[config.mk]
export PLATFORM = sky130hd
export DESIGN_NAME = csr_access_sequencer_flat
export DESIGN_NICKNAME = d
export VERILOG_FILES = /design/src/rtl/csr_access_sequencer_if.sv /design/src/rtl/csr_access_sequencer.sv /design/src/flat_wrapper.sv
export SDC_FILE = /design/constraint.sdc
export NUM_CORES = 1
export LEC_CHECK = 0
export CAP_MARGIN = 0
export CORE_AREA = 2 2 197 218
export CTS_CLUSTER_DIAMETER = 200
export DETAILED_ROUTE_END_ITERATION = 8
export DIE_AREA = 0 0 199 220
export MAX_ROUTING_LAYER = met4
export PLACE_DENSITY = 0.54
export RECOVER_POWER = 100
export SLEW_MARGIN = 20
export SYNTH_ARGS = -nofsm -noshare
export SYNTH_HDL_FRONTEND = slang
export SYNTH_SLANG_ARGS = --single-unit
[constraint.sdc]
create_clock -name clk_i -period 3.9 [get_ports clk_i]
set_input_delay 0.78 -clock clk_i [delete_from_list [all_inputs] [get_ports clk_i]]
set_output_delay 0.78 -clock clk_i [all_outputs]
set_load 0.02 [all_outputs]
[src/rtl/csr_access_sequencer_if.sv]
// Bundles the instruction-side handshake, the CSR port and the writeback
// results of the CSR access sequencer.
//   slave  : the sequencer's view (takes instructions, masters the CSR port)
//   master : the environment's view (issues instructions, answers the CSR port)
// Signals:
//   valid/ready, funct3, csr_addr, rs1_val, rs1_idx, rd_idx : instruction in
//   port_addr, rd_req/rd_ack/csr_rd_data, wr_req/wr_data/wr_ack : CSR port
//   stall, done, illegal, wb_we, wb_idx, wb_data : pipeline hold and result
interface csr_access_sequencer_if #(
  parameter int unsigned W = 64
);
  logic         valid;
  logic         ready;
  logic [2:0]   funct3;
  logic [11:0]  csr_addr;
  logic [W-1:0] rs1_val;
  logic [4:0]   rs1_idx;
  logic [4:0]   rd_idx;

  logic [11:0]  port_addr;
  logic         rd_req;
  logic         rd_ack;
  logic [W-1:0] csr_rd_data;
  logic         wr_req;
  logic [W-1:0] wr_data;
  logic         wr_ack;

  logic         stall;
  logic         done;
  logic         illegal;
  logic         wb_we;
  logic [4:0]   wb_idx;
  logic [W-1:0] wb_data;

  modport slave (
    input  valid, funct3, csr_addr, rs1_val, rs1_idx, rd_idx,
    input  rd_ack, csr_rd_data, wr_ack,
    output ready, port_addr, rd_req, wr_req, wr_data,
    output stall, done, illegal, wb_we, wb_idx, wb_data
  );

  modport master (
    output valid, funct3, csr_addr, rs1_val, rs1_idx, rd_idx,
    output rd_ack, csr_rd_data, wr_ack,
    input  ready, port_addr, rd_req, wr_req, wr_data,
    input  stall, done, illegal, wb_we, wb_idx, wb_data
  );
endinterface

[src/rtl/csr_access_sequencer.sv]
// Runs a Zicsr instruction (CSRRW/S/C and the immediate forms) as a
// read-modify-write sequence on the CSR port and returns the old value for rd.
// Ports:
//   clk_i  : clock, rising edge
//   rst_ni : asynchronous active-low reset
//   bus    : csr_access_sequencer_if.slave (instruction in, CSR port, result)
// Parameters:
//   Xlen       : width code, 2'b01 = 32 bit, 2'b10 = 64 bit
//   AckTimeout : cycles a request waits for its ack before aborting as illegal
module csr_access_sequencer #(
  parameter logic [1:0]  Xlen       = 2'b10,
  parameter int unsigned AckTimeout = 15
) (
  input  logic                  clk_i,
  input  logic                  rst_ni,
  csr_access_sequencer_if.slave bus
);
  localparam int unsigned W    = 32'd1 << (int'(Xlen) + 4);
  localparam int unsigned CntW = (AckTimeout < 1) ? 1 : $clog2(AckTimeout + 1);

  typedef enum logic [1:0] {StIdle, StRd, StWr, StResp} state_e;

  state_e          state_q;
  logic [1:0]      op_q;
  logic            do_write_q, do_read_q;
  logic [4:0]      rd_idx_q;
  logic [W-1:0]    src_q, old_q;
  logic [CntW-1:0] cnt_q;
  logic [11:0]     addr_q;
  logic            rd_req_q, wr_req_q;
  logic [W-1:0]    wr_data_q;
  logic            ready_q, stall_q, done_q, illegal_q, wb_we_q;

  // Decode of the instruction currently offered on the input side.
  logic [1:0]   acc_op;
  logic         acc_write, acc_read, acc_illegal, timeout;
  logic [W-1:0] acc_src, rd_merged;

  function automatic logic [W-1:0] merge(input logic [1:0]   op,
                                         input logic [W-1:0] old,
                                         input logic [W-1:0] src);
    case (op)
      2'b10:   return old | src;
      2'b11:   return old & ~src;
      default: return src;
    endcase
  endfunction

  always_comb begin
    acc_op      = bus.funct3[1:0];
    acc_write   = (acc_op == 2'b01) | (bus.rs1_idx != 5'd0);
    acc_read    = (acc_op != 2'b01) | (bus.rd_idx != 5'd0);
    acc_src     = bus.funct3[2] ? W'(bus.rs1_idx) : bus.rs1_val;
    // Writes to the 0b11 address quadrant target read-only CSRs.
    acc_illegal = (acc_op == 2'b00) | (acc_write & (bus.csr_addr[11:10] == 2'b11));
    rd_merged   = merge(op_q, bus.csr_rd_data, src_q);
    timeout     = (cnt_q == CntW'(AckTimeout));
  end

  always_ff @(posedge clk_i or negedge rst_ni) begin
    if (!rst_ni) begin
      state_q    <= StIdle;
      op_q       <= 2'b00;
      do_write_q <= 1'b0;
      do_read_q  <= 1'b0;
      rd_idx_q   <= 5'd0;
      src_q      <= '0;
      old_q      <= '0;
      cnt_q      <= '0;
      addr_q     <= 12'd0;
      rd_req_q   <= 1'b0;
      wr_req_q   <= 1'b0;
      wr_data_q  <= '0;
      ready_q    <= 1'b1;
      stall_q    <= 1'b0;
      done_q     <= 1'b0;
      illegal_q  <= 1'b0;
      wb_we_q    <= 1'b0;
    end else begin
      // Result flags are single-cycle pulses raised only on entry to StResp.
      done_q    <= 1'b0;
      illegal_q <= 1'b0;
      wb_we_q   <= 1'b0;
      unique case (state_q)
        StIdle: begin
          if (bus.valid) begin
            op_q       <= acc_op;
            do_write_q <= acc_write;
            do_read_q  <= acc_read;
            rd_idx_q   <= bus.rd_idx;
            src_q      <= acc_src;
            addr_q     <= bus.csr_addr;
            old_q      <= '0;
            cnt_q      <= '0;
            ready_q    <= 1'b0;
            stall_q    <= 1'b1;
            if (acc_illegal) begin
              state_q   <= StResp;
              done_q    <= 1'b1;
              illegal_q <= 1'b1;
            end else if (acc_read) begin
              state_q  <= StRd;
              rd_req_q <= 1'b1;
            end else begin
              // No read means a plain CSRRW(I), so the new value is just src.
              state_q   <= StWr;
              wr_req_q  <= 1'b1;
              wr_data_q <= acc_src;
            end
          end
        end
        StRd: begin
          if (bus.rd_ack) begin
            old_q    <= bus.csr_rd_data;
            rd_req_q <= 1'b0;
            if (do_write_q) begin
              state_q   <= StWr;
              wr_req_q  <= 1'b1;
              wr_data_q <= rd_merged;
              cnt_q     <= '0;
            end else begin
              state_q <= StResp;
              done_q  <= 1'b1;
              wb_we_q <= (rd_idx_q != 5'd0);
            end
          end else if (timeout) begin
            state_q   <= StResp;
            rd_req_q  <= 1'b0;
            done_q    <= 1'b1;
            illegal_q <= 1'b1;
          end else begin
            cnt_q <= cnt_q + 1'b1;
          end
        end
        StWr: begin
          if (bus.wr_ack) begin
            state_q  <= StResp;
            wr_req_q <= 1'b0;
            done_q   <= 1'b1;
            wb_we_q  <= do_read_q & (rd_idx_q != 5'd0);
          end else if (timeout) begin
            state_q   <= StResp;
            wr_req_q  <= 1'b0;
            done_q    <= 1'b1;
            illegal_q <= 1'b1;
          end else begin
            cnt_q <= cnt_q + 1'b1;
          end
        end
        StResp: begin
          state_q <= StIdle;
          ready_q <= 1'b1;
          stall_q <= 1'b0;
        end
        default: state_q <= StIdle;
      endcase
    end
  end

  assign bus.ready     = ready_q;
  assign bus.port_addr = addr_q;
  assign bus.rd_req    = rd_req_q;
  assign bus.wr_req    = wr_req_q;
  assign bus.wr_data   = wr_data_q;
  assign bus.stall     = stall_q;
  assign bus.done      = done_q;
  assign bus.illegal   = illegal_q;
  assign bus.wb_we     = wb_we_q;
  assign bus.wb_idx    = rd_idx_q;
  assign bus.wb_data   = old_q;
endmodule

[src/flat_wrapper.sv]
// flat-port wrapper written by rule: the top's interface ports become plain ports
module csr_access_sequencer_flat 
#(
  parameter logic [1:0]  Xlen       = 2'b10,
  parameter int unsigned AckTimeout = 15
)
  (clk_i, rst_ni, bus_valid, bus_funct3, bus_csr_addr, bus_rs1_val, bus_rs1_idx, bus_rd_idx, bus_rd_ack, bus_csr_rd_data, bus_wr_ack, bus_ready, bus_port_addr, bus_rd_req, bus_wr_req, bus_wr_data, bus_stall, bus_done, bus_illegal, bus_wb_we, bus_wb_idx, bus_wb_data);
  csr_access_sequencer_if #(.W((64))) bus_i ();
  input  logic clk_i;
  input  logic rst_ni;
  input wire logic [$bits(bus_i.valid)-1:0] bus_valid;
  input wire logic [$bits(bus_i.funct3)-1:0] bus_funct3;
  input wire logic [$bits(bus_i.csr_addr)-1:0] bus_csr_addr;
  input wire logic [$bits(bus_i.rs1_val)-1:0] bus_rs1_val;
  input wire logic [$bits(bus_i.rs1_idx)-1:0] bus_rs1_idx;
  input wire logic [$bits(bus_i.rd_idx)-1:0] bus_rd_idx;
  input wire logic [$bits(bus_i.rd_ack)-1:0] bus_rd_ack;
  input wire logic [$bits(bus_i.csr_rd_data)-1:0] bus_csr_rd_data;
  input wire logic [$bits(bus_i.wr_ack)-1:0] bus_wr_ack;
  output wire logic [$bits(bus_i.ready)-1:0] bus_ready;
  output wire logic [$bits(bus_i.port_addr)-1:0] bus_port_addr;
  output wire logic [$bits(bus_i.rd_req)-1:0] bus_rd_req;
  output wire logic [$bits(bus_i.wr_req)-1:0] bus_wr_req;
  output wire logic [$bits(bus_i.wr_data)-1:0] bus_wr_data;
  output wire logic [$bits(bus_i.stall)-1:0] bus_stall;
  output wire logic [$bits(bus_i.done)-1:0] bus_done;
  output wire logic [$bits(bus_i.illegal)-1:0] bus_illegal;
  output wire logic [$bits(bus_i.wb_we)-1:0] bus_wb_we;
  output wire logic [$bits(bus_i.wb_idx)-1:0] bus_wb_idx;
  output wire logic [$bits(bus_i.wb_data)-1:0] bus_wb_data;
  assign bus_i.valid = bus_valid;
  assign bus_i.funct3 = bus_funct3;
  assign bus_i.csr_addr = bus_csr_addr;
  assign bus_i.rs1_val = bus_rs1_val;
  assign bus_i.rs1_idx = bus_rs1_idx;
  assign bus_i.rd_idx = bus_rd_idx;
  assign bus_i.rd_ack = bus_rd_ack;
  assign bus_i.csr_rd_data = bus_csr_rd_data;
  assign bus_i.wr_ack = bus_wr_ack;
  assign bus_ready = bus_i.ready;
  assign bus_port_addr = bus_i.port_addr;
  assign bus_rd_req = bus_i.rd_req;
  assign bus_wr_req = bus_i.wr_req;
  assign bus_wr_data = bus_i.wr_data;
  assign bus_stall = bus_i.stall;
  assign bus_done = bus_i.done;
  assign bus_illegal = bus_i.illegal;
  assign bus_wb_we = bus_i.wb_we;
  assign bus_wb_idx = bus_i.wb_idx;
  assign bus_wb_data = bus_i.wb_data;
  csr_access_sequencer #(.Xlen(Xlen), .AckTimeout(AckTimeout)) u_core (.clk_i(clk_i), .rst_ni(rst_ni), .bus(bus_i));
endmodule
==> results.md, run 1 <==
* Fill count at 4247
* Pwr Density at 835 nW/um2
* IO Pins at 310
* Setup Crit Path Kind: reg -> reg
* Post-synthesis sequential area ratio at 52.9%
* Max_cap viols at 2
* Core Util, Final at 36.5%
* Post-synth cell types at 42
* RSZ-0062 raised after global routing: false
* Drt total wl at 35700 um
* Synthesis-to-finish area growth at 42.6%
* Cts repair resizes at 0
* Layout Nets at 1626
* Hpwl dp at 23700 um
* Max-slew violation count at 85
* Residual DRC at 0
* Vias post-DR at 9323
* Worst Path Required at 4.30 ns
* Worst reg-to-reg setup slack at 0.99 ns
* Post-CTS Setup Bufs at 0
* Synth async-reset ratio at 100%
* Final Hold Vio Count at 0
* Port Buffers at 309
* Pre-antenna DRT Iters at 8
* CTS root buf: clkbuf_16
* DIE AREA at 43800 um2
* Vias in the first global route at 8925
* Area of the multi-input gates at 4420 um2
* Clock sinks at 226
* Post-Syn Nets at 1349
* CTS tree: done
* Pin count of the biggest net entering global routing at 95
* GRT Resource Usage Total at 16.5%
* Wire length per cell at 17.4 um
* Slew margin rel. at -57.4%
* CP max-delay cell: nand2_1
* Hold Crit Class: reg -> reg
* Gr ovfl total at 0
* CP bufs+invs at 2
* Hold Path Sink: u_core.bus.wb_data[23]
* Worst hold start: u_core.bus.wb_data[23]
* Top FF cell, synth: dfrtp_1
* Critical Path Max Stage Delay at 1.12 ns
* Period minus WS final at 2.91 ns
* Clock slew seen by the registers of the worst setup and hold paths at 0.06 ns
* Initial antenna violation count at 1
* Row cnt at 79
* Vias/cell at 4.55
* Ys Warns at 0
* Vert. Die Dim at 220 um
* Die W at 199 um
* Register area at 5660 um2
* Initial Utilization at 25.6%
* Worst Path Arrival at 3.31 ns
* Clock Tree Buf Depth at 3
* Outcome: finished, violations left
* Power, Total at 12.7 mW
* Crit-path leading delay family: simple AND/OR/NAND/NOR gates
* Number of flops mapped to enable cells by yosys at 0
* CP Cell Sequence: inv_1, ha_1, nand2_1, buf_4, o21ai_0
* Startpoint Class: flip-flop
* Worst VDD drop at 481 uV
* Leak pwr at 7.39 nW
* Post-synthesis cell count at 1185
* Starting DRT DRC Count at 441
* H-tree lvl count at 1
* Reg-to-Reg Start: u_core.state_q[0]
* Gpl congestion at 0.843
* Period utilization at 74.7%
* Mean Syn Cell Area at 9.03 um2
* Worst slew pin tran at 2.36 ns
* Clk_lat worst skew at 0.55 ns
* Worst R2R End: u_core.src_q[45]
* TritonCTS Buffers at 29
* #FFs+latches synth at 226
* Maximum fanout along the worst path at 44
* Clk_skew at 0.0102 ns
* # setup viols final at 0
* Hold Crit Depth at 2
* Final setup TNS at 0 ns
* Layout cell share with drive strength beyond 1 at 6.41%
* Post-route cell area at 15300 um2
* Core area at 41800 um2
* Fmax at 343 MHz
* Global-route wire length before repair at 54100 um
* CTS hold repair buffers at 0
* Reg2reg path depth at 5
* Dpl cell area at 14300 um2
* Antenna Nets Post-Route at 0
* Synthesized area at 10700 um2
* CP endpoint kind: flip-flop
* Violated checks: capacitance limit, slew limit
[final cells by class]
cell class | instances | area share, %
sequential | 226 | 37.1
multi-input combinational | 807 | 29.0
timing repair buffer | 327 | 21.2
clock buffer | 40 | 5.42
tap | 567 | 4.65
inverter | 71 | 1.75
clock inverter | 11 | 0.902
antenna | 1 | 0.0164
[worst register-to-register path, delay by kind of cell (launching register included)]
kind                     cells  cell delay (ns)
adder cells (fa/ha/maj)      1             0.32
flip-flops                   1             0.43
buffers and inverters        2             0.71
AND/OR/NAND/NOR              1             1.12
AO/OA/AOI/OAI                1             0.18
[flip-flops by register name, summed over array words and instances, names as in the netlist]
| register | cells |
|---|---|
| u_core.bus.illegal | 1 |
| u_core.bus.wr_req | 1 |
| u_core.bus.port_addr | 12 |
| u_core.src_q | 64 |
| u_core.cnt_q | 4 |
| u_core.state_q | 2 |
| u_core.bus.rd_req | 1 |
| u_core.bus.wb_data | 64 |
| u_core.bus.stall | 1 |
| u_core.do_write_q | 1 |
| u_core.bus.ready | 1 |
| u_core.bus.wb_we | 1 |
| u_core.do_read_q | 1 |
| u_core.bus.wr_data | 64 |
| u_core.bus.done | 1 |
| u_core.op_q | 2 |
| u_core.bus.wb_idx | 5 |
[cells by family (layout without fill, tap and decap cells)]
| kind of cell | count (synthesis) | count (layout) | synth area share, % |
|---|---|---|---|
| simple gates | 419 | 419 | 17.6 |
| compound gates | 292 | 292 | 14.3 |
| flops | 226 | 226 | 52.9 |
| buf+inv | 152 | 449 | 5.93 |
| mux | 90 | 90 | 8.65 |
| fa+ha+maj | 6 | 6 | 0.701 |
| other cells | 0 | 1 | 0 |
[through the flow]
stage,setup slack (ns),instances,hold WS (ns)
global placement,0.670,1998,0.448
floorplan,1.55,1185,0.471
detailed placement,0.656,1998,0.455
CTS,1.06,2049,0.263
global route,0.577,2050,0.480
finish,0.989,2050,0.457
[power breakdown]
| group | switching (mW) | internal [mW] |
|---|---|---|
| Combinational | 3.70 | 2.31 |
| Sequential | 0.588 | 3.39 |
| Clock | 1.08 | 1.67 |
| Total | 5.37 | 7.37 |
[routing by layer]
| metal | vias up | track usage, % | wire length, um |
|---|---|---|---|
| met5 | - | - | 0 |
| met3 | 48 | 3.34 | 2290 |
| met4 | 0 | 4.50 | 738 |
| met2 | 260 | 27.3 | 17600 |
| li1 | 4542 | - | - |
| met1 | 4473 | 20.6 | 15100 |
[cells in the final DEF (no fill, tap or decap), types with 3 or more instances in the layout]
master,n
dfrtp_1,224
a21oi_1,203
nand2_1,197
clkdlybuf4s50_1,155
dlygate4sd3_1,152
nor2_1,76
o21ai_0,72
inv_1,71
mux2i_1,70
nand3_1,67
nand2b_1,60
clkbuf_16,29
mux2_2,20
buf_4,12
clkbuf_1,7
clkinv_2,6
clkbuf_8,6
ha_1,5
nor2b_1,4
nor3_1,3
bufinv_16,3
clkbuf_2,3
[cells in the mapped netlist (2+ instances only)]
master	instances	area (um2)
buf_6	8	90.1
and3_1	2	12.5
mux2_2	20	225
o221ai_1	2	17.5
nand2_1	197	739
ha_1	6	75.1
nand2b_1	60	375
nor3b_1	2	15.0
dfrtp_1	225	5630
nand3_1	67	335
nor3_1	4	20.0
a31oi_1	2	12.5
clkbuf_1	69	259
a21oi_1	203	1020
buf_1	3	11.3
inv_1	71	267
a41oi_1	2	17.5
mux2i_1	70	701
nor2b_1	3	18.8
o21ai_0	72	360
nor2_1	76	285
[how the worst max path moves through the flow]
stage / start / to / cells past startpoint
final: u_core.state_q[0] / u_core.src_q[45] / 5
after global routing: rst_ni / u_core.src_q[45] / 2
after CTS: u_core.state_q[1] / u_core.bus.wr_data[40] / 7
after detailed placement: bus_rs1_idx[4] / u_core.bus.wr_data[40] / 6
after global placement: bus_rs1_idx[4] / u_core.bus.wr_data[63] / 6
after floorplan: bus_rs1_idx[4] / u_core.bus.wr_data[0] / 6
(Power assumes the default switching activity.)
==> run 2: changes to the inputs <==
PLACE_DENSITY = 0.55   (was 0.54)
clock period = 2.63 ns   (was 3.9 ns; I/O delays follow)
==> results.md, run 2 (synthesis gave the netlist of run 1 again) <==
* Outcome: finished, violations left
* Violated checks: capacitance limit, slew limit
* CP max-delay cell: or4_4
* Vias/cell at 4.47
* Final Hold Vio Count at 0
* Die W at 199 um
* Wire length per cell at 17.4 um
* Pre-CTS setup slack at -0.114 ns
* Synthesis-to-finish area growth at 43.6%
* Max_cap viols at 1
* Row cnt at 79
* Vert. Die Dim at 220 um
* Critical Path Max Stage Delay at 0.51 ns
* Fill count at 4303
* TritonCTS Buffers at 28
* DIE AREA at 43800 um2
* Dpl cell area at 14600 um2
* IO Pins at 310
* Worst Path Arrival at 2.89 ns
* Crit-path leading delay family: simple AND/OR/NAND/NOR gates
* Clk_lat worst skew at 0.55 ns
* Starting DRT DRC Count at 419
* CP bufs+invs at 2
* Port Buffers at 309
* Fmax at 406 MHz
* H-tree lvl count at 1
* Antenna Nets Post-Route at 0
* Most frequent cells in the layout: dfrtp_1 (224), a21oi_1 (203), nand2_1 (196)
* CP endpoint kind: flip-flop
* Most common cell after layout, fill and taps aside: dfrtp_1
* Vias post-DR at 9254
* Startpoint Class: flip-flop
* # setup viols final at 0
* Clk_skew at 0.00972 ns
* Period utilization at 93.6%
* Max-slew violation count at 52
* Layout cell share with drive strength beyond 1 at 7.09%
* Cts repair resizes at 0
* Hold Crit Class: reg -> reg
* Clock Tree Buf Depth at 3
* Worst slew pin tran at 1.50 ns
* CTS hold repair buffers at 1
* Post-CTS Setup Bufs at 0
* Pin count of the biggest net entering global routing at 127
* Maximum fanout along the worst path at 21
* Residual DRC at 0
* Core area at 41800 um2
* Fin cells at 2069
* Initial Utilization at 25.6%
* CTS tree: done
* Setup ws final at 0.168 ns
* Vias in the first global route at 9140
* CP Cell Sequence: inv_1, ha_1, nor2b_1, or3_2, or4_4, buf_8, mux2i_1
* Hpwl dp at 24400 um
* Drt total wl at 35900 um
* Gpl congestion at 0.770
* Worst Path Required at 3.05 ns
* GRT Resource Usage Total at 16.6%
* CTS root buf: clkbuf_16
* Slew margin rel. at -0.196%
* Power, Total at 18.6 mW
* Worst reg-to-reg setup slack at 0.17 ns
* Setup Crit Path Kind: reg -> reg
* Pwr Density at 1210 nW/um2
* Clock sinks at 226
* Gr ovfl total at 0
* Post-route cell area at 15400 um2
* Pre-antenna DRT Iters at 4
* Layout Nets at 1647
* Placed cell count at 2019
* Final setup TNS at 0 ns
* Period minus WS final at 2.46 ns
* RSZ-0062 raised after global routing: false
* Leak pwr at 7.44 nW
* Clock slew seen by the registers of the worst setup and hold paths at 0.06 ns
* Worst VDD drop at 903 uV
* Global-route wire length before repair at 54400 um
* Initial antenna violation count at 6
-- run 2: layer usage --
layer | track usage, % | part of all wire, %
met5 | - | 0
met4 | 5.30 | 2.4
met3 | 3.31 | 5.8
met2 | 26.6 | 48
met1 | 21.2 | 44
-- run 2: path summary, 6_finish.rpt --
kind	startpoint	to	cells past startpoint
min in group asynchronous	rst_ni	u_core.cnt_q[3]	2
hold / removal	u_core.bus.wb_data[32]	u_core.bus.wb_data[32]	2
setup / recovery	u_core.state_q[0]	u_core.bus.wr_data[50]	7
setup reg to reg	u_core.state_q[0]	u_core.bus.wr_data[50]	7
max in group asynchronous	rst_ni	u_core.bus.wr_data[48]	3
hold reg to reg	u_core.bus.wb_data[32]	u_core.bus.wb_data[32]	2
-- run 2: power breakdown --
group	leakage [nW]	switching [mW]	internal, mW
Clock	0.411	1.51	2.10
Combinational	4.11	5.55	3.59
Sequential	2.92	0.876	5.02
Total	7.44	7.94	10.7
-- run 2: cell type report --
type	count	area [um2]	area share, %
timing repair buffer	349	3450	22.5
clock buffer	34	754	4.91
tap	567	709	4.62
clock inverter	9	72.6	0.472
inverter	71	267	1.73
sequential	226	5660	36.8
multi-input combinational	807	4440	28.9
antenna	6	15.0	0.0977
-- run 2: through the flow --
stage          hold slack, ns  utilization (%)
6_report                0.455             36.8
5_1_grt                 0.476             36.8
4_1_cts                 0.468             36.9
3_5_place_dp            0.455             34.9
3_3_place_gp            0.449             34.9
2_1_floorplan           0.230                -
-- run 2: tightest hold or removal path, cell delays in order, from the launching register on --
cell and delay, ns:
dfrtp_1 0.33, nand2_1 0.05, nand2_1 0.04
==> run 3: changes to the inputs <==
CTS_BUF_LIST = sky130_fd_sc_hd__clkbuf_16   (was not set)
==> results.md, run 3 (synthesis gave the netlist of run 1 again) <==
* GRT Resource Usage Total at 16.6%
* Port Buffers at 309
* Gpl congestion at 0.770
* Worst VDD drop at 900 uV
* Wire length per cell at 17.4 um
* # setup viols final at 0
* Vert. Die Dim at 220 um
* Setup Crit Path Kind: reg -> reg
* Max-slew violation count at 47
* CTS hold repair buffers at 1
* DIE AREA at 43800 um2
* Initial Utilization at 25.6%
* Hold Crit Class: reg -> reg
* Global-route wire length before repair at 54400 um
* Post-route cell area at 15400 um2
* Vias post-DR at 9254
* Clock Tree Buf Depth at 3
* Slew margin rel. at -0.114%
* Worst Path Arrival at 2.89 ns
* Layout cell share with drive strength beyond 1 at 7.02%
* Clk_lat worst skew at 0.55 ns
* Gr ovfl total at 0
* Reg power frac at 31.7%
* Clock slew seen by the registers of the worst setup and hold paths at 0.06 ns
* Leak pwr at 7.45 nW
* Switching part of the total at 42.6%
* Setup ws final at 0.168 ns
* Clock sinks at 226
* Hpwl dp at 24400 um
* TritonCTS Buffers at 28
* Final Hold Vio Count at 0
* CTS tree: done
* Outcome: finished, violations left
* Die W at 199 um
* Row cnt at 79
* P_int at 10.7 mW
* Pwr Density at 1210 nW/um2
* Core area at 41800 um2
* Pin count of the biggest net entering global routing at 127
* CP endpoint kind: flip-flop
* Clock network power share at 19.2%
* Violated checks: capacitance limit, slew limit
* Vias/cell at 4.47
* H-tree lvl count at 1
* Antenna Nets Post-Route at 0
* Dpl cell area at 14600 um2
* Fmax at 406 MHz
* Combinational share of power at 49.1%
* IO Pins at 310
* Initial antenna violation count at 6
* Max_cap viols at 1
* Period utilization at 93.6%
* Startpoint Class: flip-flop
* Maximum fanout along the worst path at 21
* Worst Path Required at 3.05 ns
* Period minus WS final at 2.46 ns
* Final setup TNS at 0 ns
* RSZ-0062 raised after global routing: false
* CTS root buf: clkbuf_16
* Pre-CTS setup slack at -0.114 ns
* Cts repair resizes at 0
* Synthesis-to-finish area growth at 43.5%
* Drt total wl at 35900 um
* Sw Pwr at 7.93 mW
* Clk_skew at 0.00978 ns
* Starting DRT DRC Count at 401
* Post-CTS Setup Bufs at 0
* Residual DRC at 0
* Pre-antenna DRT Iters at 5
* Most common cell after layout, fill and taps aside: dfrtp_1
* Most frequent cells in the layout: dfrtp_1 (224), a21oi_1 (203), nand2_1 (196)
* Worst slew pin tran at 1.50 ns
* Layout Nets at 1647
* Vias in the first global route at 9132
-- run 3: final cells by class --
cell class,instances,area [um2]
flip-flops and latches,226,5660
multi-input cells,807,4440
repair buffers,349,3450
well taps,567,709
clock buffers,29,726
fillers,4302,26500
clock inverters,14,91.3
diodes,6,15.0
inverters,71,267
-- run 3: worst paths after layout --
check	slack, ns	endpoint	start	cells past startpoint
max reg2reg	0.17	u_core.bus.wr_data[50]	u_core.state_q[0]	7
min reg2reg	0.46	u_core.bus.wb_data[26]	u_core.bus.wb_data[26]	2
max	0.17	u_core.bus.wr_data[50]	u_core.state_q[0]	7
max in group asynchronous	0.48	u_core.bus.wb_data[47]	rst_ni	3
min	0.46	u_core.bus.wb_data[26]	u_core.bus.wb_data[26]	2
min in group asynchronous	0.89	u_core.cnt_q[3]	rst_ni	2
-- run 3: layer usage --
layer	vias up	wire [um]	global-route usage [%]
met5	-	0	-
met4	0	881	5.30
met3	49	2100	3.31
met2	249	17200	26.6
met1	4384	15700	21.2
li1	4572	-	-
-- run 3: power by group through the flow --
stage	sequential (mW)	clock, mW	combinational (mW)
floorplan	7.18	0	4.26
global placement	5.95	0	9.69
detailed placement	6.00	0	9.81
CTS	5.96	3.69	9.83
global route	6.11	3.84	10.0
finish	5.90	3.56	9.14
-- run 3: critical path: stages, from the launching register on --
cell and delay, ns:
dfrtp_1 0.44, inv_1 0.11, ha_1 0.29, nor2b_1 0.16, or3_2 0.43, or4_4 0.51, buf_8 0.23, mux2i_1 0.15
-- run 3: through the flow --
| stage | power (mW) | hold slack [ns] | utilization, % | std cells |
|---|---|---|---|---|
| 6_report | 18.6 | 0.455 | 36.7 | 2069 |
| 5_1_grt | 20.0 | 0.476 | 36.7 | 2069 |
| 3_3_place_gp | 15.6 | 0.449 | 34.9 | 2019 |
| 4_1_cts | 19.5 | 0.468 | 36.9 | 2063 |
| 3_5_place_dp | 15.8 | 0.455 | 34.9 | 2019 |
| 2_1_floorplan | 11.4 | 0.230 | - | 1185 |
